==> src/rtl/mem_arbiter.sv <==
// Two-port arbiter sharing the single-outstanding memory interface between fetch and load/store.
// Optional MEM_ARB_ROUND_ROBIN_EN: round-robin on simultaneous requests (default: data wins ties).
module mem_arbiter #(
    parameter int XLEN = 32
) (
    input  logic            clock,
    input  logic            reset,
    input  logic            i_req,
    input  logic [XLEN-1:0] i_addr,
    output logic            i_ack,
    input  logic            d_req,
    input  logic [XLEN-1:0] d_addr,
    input  logic [XLEN-1:0] d_wdata,
    input  logic            d_write,
    input  logic [2:0]      d_function,
    output logic            d_ack,
    output logic [XLEN-1:0] rdata,
    output logic [XLEN-1:0] mi_cpu_addr,
    output logic [XLEN-1:0] mi_wdata,
    output logic            mi_cpu_write,
    output logic            mi_mem_mode,
    output logic [2:0]      mi_mem_function,
    output logic            mi_mem_transfer,
    input  logic [XLEN-1:0] mi_rdata,
    input  logic            mi_operation_complete
);

    localparam logic [2:0] FN_WORD = 3'b010;

    typedef enum logic [2:0] {
        IDLE,
        ISSUE,
        WAIT_START,
        WAIT_DONE,
        RESP
    } state_t;

    state_t            state_q;
    logic              grant_data_q;
    logic              pick_data_d;
    logic              i_ack_q;
    logic              d_ack_q;
    logic              xfer_q;
    logic              write_q;
    logic              mode_q;
    logic [2:0]        fn_q;
    logic [XLEN-1:0]   addr_q;
    logic [XLEN-1:0]   wdata_q;
    logic [XLEN-1:0]   rdata_q;

`ifdef MEM_ARB_ROUND_ROBIN_EN
    // Remembers which requester won the most recent grant; 0 = fetch.
    logic last_data_q;

    always_comb begin
        pick_data_d = d_req;
        if (i_req && d_req) begin
            pick_data_d = !last_data_q;
        end
    end
`else
    always_comb begin
        pick_data_d = d_req;
    end
`endif

    always_ff @(posedge clock) begin
        if (!reset) begin
            state_q      <= IDLE;
            grant_data_q <= 1'b0;
            i_ack_q      <= 1'b0;
            d_ack_q      <= 1'b0;
            xfer_q       <= 1'b0;
            write_q      <= 1'b0;
            mode_q       <= 1'b0;
            fn_q         <= FN_WORD;
            addr_q       <= '0;
            wdata_q      <= '0;
            rdata_q      <= '0;
`ifdef MEM_ARB_ROUND_ROBIN_EN
            last_data_q  <= 1'b0;
`endif
        end else begin
            i_ack_q <= 1'b0;
            d_ack_q <= 1'b0;
            xfer_q  <= 1'b0;
            case (state_q)
                IDLE: begin
                    if (mi_operation_complete && (i_req || d_req)) begin
                        grant_data_q <= pick_data_d;
                        xfer_q       <= 1'b1;
                        state_q      <= ISSUE;
`ifdef MEM_ARB_ROUND_ROBIN_EN
                        last_data_q  <= pick_data_d;
`endif
                        if (pick_data_d) begin
                            addr_q  <= d_addr;
                            wdata_q <= d_wdata;
                            write_q <= d_write;
                            mode_q  <= 1'b1;
                            fn_q    <= d_function;
                        end else begin
                            addr_q  <= i_addr;
                            wdata_q <= '0;
                            write_q <= 1'b0;
                            mode_q  <= 1'b0;
                            fn_q    <= FN_WORD;
                        end
                    end
                end
                ISSUE: state_q <= WAIT_START;
                // The interface reports complete until it has accepted the launch.
                WAIT_START: begin
                    if (!mi_operation_complete) begin
                        state_q <= WAIT_DONE;
                    end
                end
                WAIT_DONE: begin
                    if (mi_operation_complete) begin
                        rdata_q <= mi_rdata;
                        i_ack_q <= !grant_data_q;
                        d_ack_q <= grant_data_q;
                        state_q <= RESP;
                    end
                end
                RESP:    state_q <= IDLE;
                default: state_q <= IDLE;
            endcase
        end
    end

    assign i_ack           = i_ack_q;
    assign d_ack           = d_ack_q;
    assign rdata           = rdata_q;
    assign mi_cpu_addr     = addr_q;
    assign mi_wdata        = wdata_q;
    assign mi_cpu_write    = write_q;
    assign mi_mem_mode     = mode_q;
    assign mi_mem_function = fn_q;
    assign mi_mem_transfer = xfer_q;

endmodule

==> config.mk <==
export PLATFORM = sky130hd
export DESIGN_NAME = mem_arbiter
export DESIGN_NICKNAME = d
export VERILOG_FILES = /design/src/rtl/mem_arbiter.sv
export SDC_FILE = /design/constraint.sdc
export NUM_CORES = 1
export LEC_CHECK = 0
export CAP_MARGIN = 0
export CORE_ASPECT_RATIO = 1.1
export CORE_MARGIN = 3
export CORE_UTILIZATION = 35
export CTS_CLUSTER_SIZE = 24
export DETAILED_ROUTE_END_ITERATION = 6
export PLACE_DENSITY = 0.72
export SYNTH_ARGS = -nofsm -noshare
export SYNTH_HDL_FRONTEND = slang
export SYNTH_SLANG_ARGS = --single-unit
export TNS_END_PERCENT = 30
==> constraint.sdc <==
create_clock -name clock -period 1.3 [get_ports clock]
set_clock_uncertainty 0.05 [all_clocks]
set_input_delay 0.195 -clock clock [delete_from_list [all_inputs] [get_ports clock]]
set_output_delay 0.195 -clock clock [all_outputs]
set_load 0.01 [all_outputs]
### Word-level counts from Yosys, hierarchy flattened

Cells that the tools add are included.

| cells by class | value |
|---|---|
| bitwise operators | 0 |
| shift operators | 0 |
| divide/modulo/power cells | 0 |
| muxes and demuxes | 10 |
| add/sub/neg operators | 0 |
| equal/unequal tests | 6 |
| multipliers | 0 |
| reduce and logical (&&, ||, !) cells | 9 |
| magnitude comparators | 0 |

Operators by type and width:

| cell | number |
|---|---|
| 32-bit 2-to-1 mux | 2 |
| 3-bit 2-to-1 mux | 4 |
| 3-bit one-hot mux with 4 select lines | 1 |
| 3-bit by 2-bit == test with 1-bit output, second input constant | 2 |
| 2-bit != test, second input constant | 3 |
| 2-bit AND reduction | 3 |
| 3-bit AND reduction | 2 |
| 3-bit by 1-bit == test with 1-bit output, second input constant | 1 |
| 3-bit zero test | 1 |
| 1-bit 2-to-1 mux | 3 |
| 1-bit logical AND | 1 |
| 1-bit zero test | 1 |
| 1-bit logical OR | 1 |

| word-level totals | value |
|---|---|
| output and inout port bits | 104 |
| latch bits | 0 |
| bits in writable memories | 0 |
| memories kept | 0 |
| input port bits | 137 |
| bits in read-only memories | 0 |
| register bits after elaboration | 108 |

### Depth between registers and ports, before layout

| depth | value |
|---|---|
| depth in word-level cells | 4 |
| depth in mapped cells | 7 |

### Worst setup path after synthesis

OpenSTA, ideal clock, no wires.

| timing path | value |
|---|---|
| path type | register -> register |
| start point | register state_q[0] |
| end point | register addr_q[0] (netlist: mi_cpu_addr[0]) |
| library setup time | 116 ps |
| arrival | 1197 ps |
| setup slack | -63 ps |
| required time | 1134 ps |
| period minus slack after synthesis | 1363 ps |
| stages on the path, launching flop included | 6 |
| cell sequence | dfxtp_1 > o21ba_1 > buf_2 > buf_1 > nand3_1 > o211a_1 |

| between the ends | value |
|---|---|
| longest elaborated chain between the ends | 2 |

Ends and longest elaborated chain:

| item | line | text |
|---|---|---|
| from (decl) | 38 | `state_t state_q;` |
| from (signal assigned) | 69 | `state_q <= IDLE;` |
| from (signal assigned) | 92 | `state_q <= ISSUE;` |
| from (signal assigned) | 111 | `ISSUE: state_q <= WAIT_START;` |
| 3-bit zero test | 87 | `case (state_q)` |
| 2-bit AND reduction (no source line) | -- |  |
| to (signal assigned) | 97 | `addr_q <= d_addr;` |
| to (signal assigned) | 103 | `addr_q <= i_addr;` |
| to (decl) | 47 | `logic [XLEN-1:0] addr_q;` |

No other way between the ends.
A chain may end at the register's enable or synchronous reset.

### Worst setup path after layout

| timing path | value |
|---|---|
| start point | register state_q[2] |
| end point | register addr_q[8] (netlist: mi_cpu_addr[8]) |

Same word-level chain as after synthesis.

==> qor.yml <==
run_status:
  status: "finished, violations left"
  violations: "negative setup slack"
pwr:
  p_seq_share_pct: 42.3
  p_sw_w: 0.00195
  ir_drop_v: 0.000614
  clockPowerShare_pct: 37.4
  leakage_nw: 3.68
  switching_share_pct: 23.4
  power_frac_comb_pct: 20.3
  power_density_nw_per_um2: 1090
  internal-power_w: 0.00640
placed_design:
  placed_cell_area_um2: 7080
  io_buffers: 240
  hpwlAfterDp_um: 10300
  routabilityCongestion: 0.743
sta:
  fin_setup_tns_ns: -6.53
  setup_slack_ns: -0.143
  timing.fmax_mhz: 693
  hold_violations: 0
  finalCritPeriodShare_pct: 111
  timing.slew.headroom_pct: 85.0
  drv_slew: 0
  tightest_slew_ns: 0.218
  finalSetupViolCount: 80
  period_minus_slack_ns: 1.44
  rsz0062_at_grt: "true"
setup_path:
  r2r-start: "state_q[2]"
  start_kind: "flop"
  reg2reg_depth: 5
  critPathMaxStageDelay_ns: 0.36
  critical_path.slowest_cell: "dfxtp_4"
  setup.worst_path.end_class: "flop"
  cp.required_ns: 1.54
  crit-reg2reg-capture: "mi_cpu_addr[8]"
  reg2reg_slack_ns: -0.14
  cp-startpoint: "state_q[2]"
  cp_cell_sequence: "nor3b_4, and2_4, buf_12, clkbuf_16, o211a_1"
  worstPathArrival_ns: 1.68
  critPathKind: "reg -> reg"
  path_max_fanout: 6
detailed_routing:
  vias: 4361
  ant_nets: 0
  via_per_inst: 4.98
  drt_iter0_markers: 182
  drt-total-wl_um: 14400
  drcViolationCount: 0
  dr.pass1.iters: 4
  routedWlPerCell_um: 16.5
hold_path:
  hold_depth: 3
  hold_class: "in -> reg"
  worstHoldStart: "reset"
  min_to: "mi_mem_mode"
die:
  ioPinCount: 241
  core-area_um2: 12200
  start_util_pct: 36.4
  dieArea_um2: 14100
  row_count: 42
  die_h_um: 124
  die_w_um: 113
cells_and_area:
  nFillCells: 1077
  area_delta_synth_final_pct: 72.4
  final_util_pct: 62.8
  layout.nets: 854
  fin_area_um2: 7660
  diodes: 0
  drive_gt1_share_pct: 9.14
grt:
  grt_max_degree: 47
  grt.total_usage_pct: 19.8
  grt_overflow: 0
  antenna_found_initial: 0
  grt_pass1_vias: 4412
  grt_pass1_wl_um: 22100
yosys:
  yosysMostFrequentCell: "dfxtp_1"
  synth_edf_count: 0
  synthArstFlopShare_pct: 0
  yosysSeqAreaShare_pct: 48.2
  synth_top_cells_by_count: "107 x dfxtp_1, 101 x nand2_1, 65 x mux2i_1, 65 x nand3_1, 32 x o211a_1"
  ys_ff_latch: 107
  synth_area_um2: 4440
  synth_largest_area_cell: "dfxtp_1"
  synth.area.top_cells: "dfxtp_1 48%, mux2i_1 15%, nand2_1 8.5%"
  synth_area_per_cell_um2: 9.37
  ys_warn_count: 0
  synth_cell_types: 28
  syn_inst: 474
  synth_top_area_share_pct: 48.2
  ys.flop_type: "dfxtp_1"
  synth_fp_nets: 611
clocking:
  cts_made_buffers: 9
  cts_tree: "yes"
  clkTransAtPathRegs_ns: 0.07
  htree_levels: 3
  cts_root_buffer: "clkbuf_16"
  worstSkewPairLatency_ns: 0.34
  cts_sinks: 107
  clockBufferDepth: 2
job:
  maxCapViolations: 0
-- final cells by class --
cell class	instances	area, µm²	area share, %
Timing Repair Buffer	277	2830	37.0
Sequential cell	107	2150	28.1
Multi-Input combinational cell	321	2130	27.8
Clock buffer	10	239	3.12
Tap cell	154	193	2.52
Clock inverter	6	113	1.47
Inverter	1	3.75	0.0490
-- cells by family (layout without fill, tap and decap cells) --
family                 count (synthesis)  in the layout  share of synthesized area, %
buffers and inverters                 47            294                          4.87
muxes                                 65             65                          14.7
DFF                                  107            107                          48.2
AOI/OAI and AO/OA                     72             72                          13.7
and+or+nand+nor                      183            184                          18.5
-- flip-flops by register name, summed over array words and instances (netlist names) --
name	count
mi_cpu_write	1
d_ack	1
state_q	3
i_ack	1
mi_mem_transfer	1
mi_mem_mode	1
mi_cpu_addr	32
mi_wdata	32
rdata	32
mi_mem_function	3
-- critical path: cells and delay by family (launching register included) --
family	cells	cell delay [ns]
AOI/OAI and AO/OA	1	0.13
buffers and inverters	2	0.29
DFF	1	0.36
and+or+nand+nor	2	0.56
-- stage by stage --
| step | power (W) | hold WS [ns] | cells | worst slack (ns) |
|---|---|---|---|---|
| 2_1_floorplan | 0.00424 | 0.280 | 474 | -0.0595 |
| 4_1_cts | 0.00842 | 0.170 | 876 | -0.108 |
| 3_5_place_dp | 0.00519 | 0.396 | 844 | -0.580 |
| 5_1_grt | 0.00869 | 0.188 | 876 | -0.204 |
| 3_3_place_gp | 0.00516 | 0.386 | 844 | -0.467 |
| 6_report | 0.00835 | 0.179 | 876 | -0.143 |
-- power groups by stage --
stage	registers [W]	clock network, W	logic (W)
after global routing	0.00355	0.00332	0.00182
after global placement	0.00361	0	0.00155
after CTS	0.00353	0.00319	0.00170
after detailed placement	0.00361	0	0.00158
final	0.00353	0.00312	0.00169
after floorplan	0.00368	0	0.000557
-- worst max-delay path by stage --
stage | slack (ns) | cells after the start | endpoint
4_1_cts | -0.11 | 4 | mi_cpu_addr[13]
2_1_floorplan | -0.06 | 5 | mi_cpu_addr[23]
6_report | -0.14 | 5 | mi_cpu_addr[8]
3_5_place_dp | -0.58 | 5 | mi_wdata[8]
5_1_grt | -0.20 | 6 | mi_cpu_addr[3]
3_3_place_gp | -0.47 | 5 | mi_wdata[12]
-- routing by layer --
metal / global-route usage [%] / vias to the layer above / part of all wire, % / wire length, µm
li1: - / 2127 / - / -
met1: 21.5 / 2044 / 38 / 5470
met2: 37.7 / 174 / 53 / 7700
met3: 5.54 / 16 / 7.3 / 1060
met4: 5.18 / 0 / 1.5 / 218
met5: 0 / - / 0 / 0
-- cells in the final DEF (no fill, tap or decap), types with 3 or more instances in the layout --
cell type,n
clkdlybuf4s50_1,133
dlygate4sd2_1,105
dfxtp_1,104
nand2_1,101
mux2i_1,65
nand3_1,62
o211a_1,32
a21boi_1,22
clkbuf_16,12
buf_6,11
a21boi_0,10
buf_4,9
buf_12,7
buf_8,5
nand3_2,3
nand4_1,3
o21ai_1,3
nand2b_1,3
bufinv_16,3
-- repair_timing --
| action | 4_1_cts | 5_1_grt |
|---|---|---|
| buffers inserted | 9 | 1 |
| resized for setup | 128 | 25 |
| gates cloned | 7 | 4 |
| hold buffers | 0 | 0 |
| setup endpoints to repair | 179 | 102 |
| pin swaps | 6 | 19 |
No activity file was read; power rests on OpenSTA's default activity.
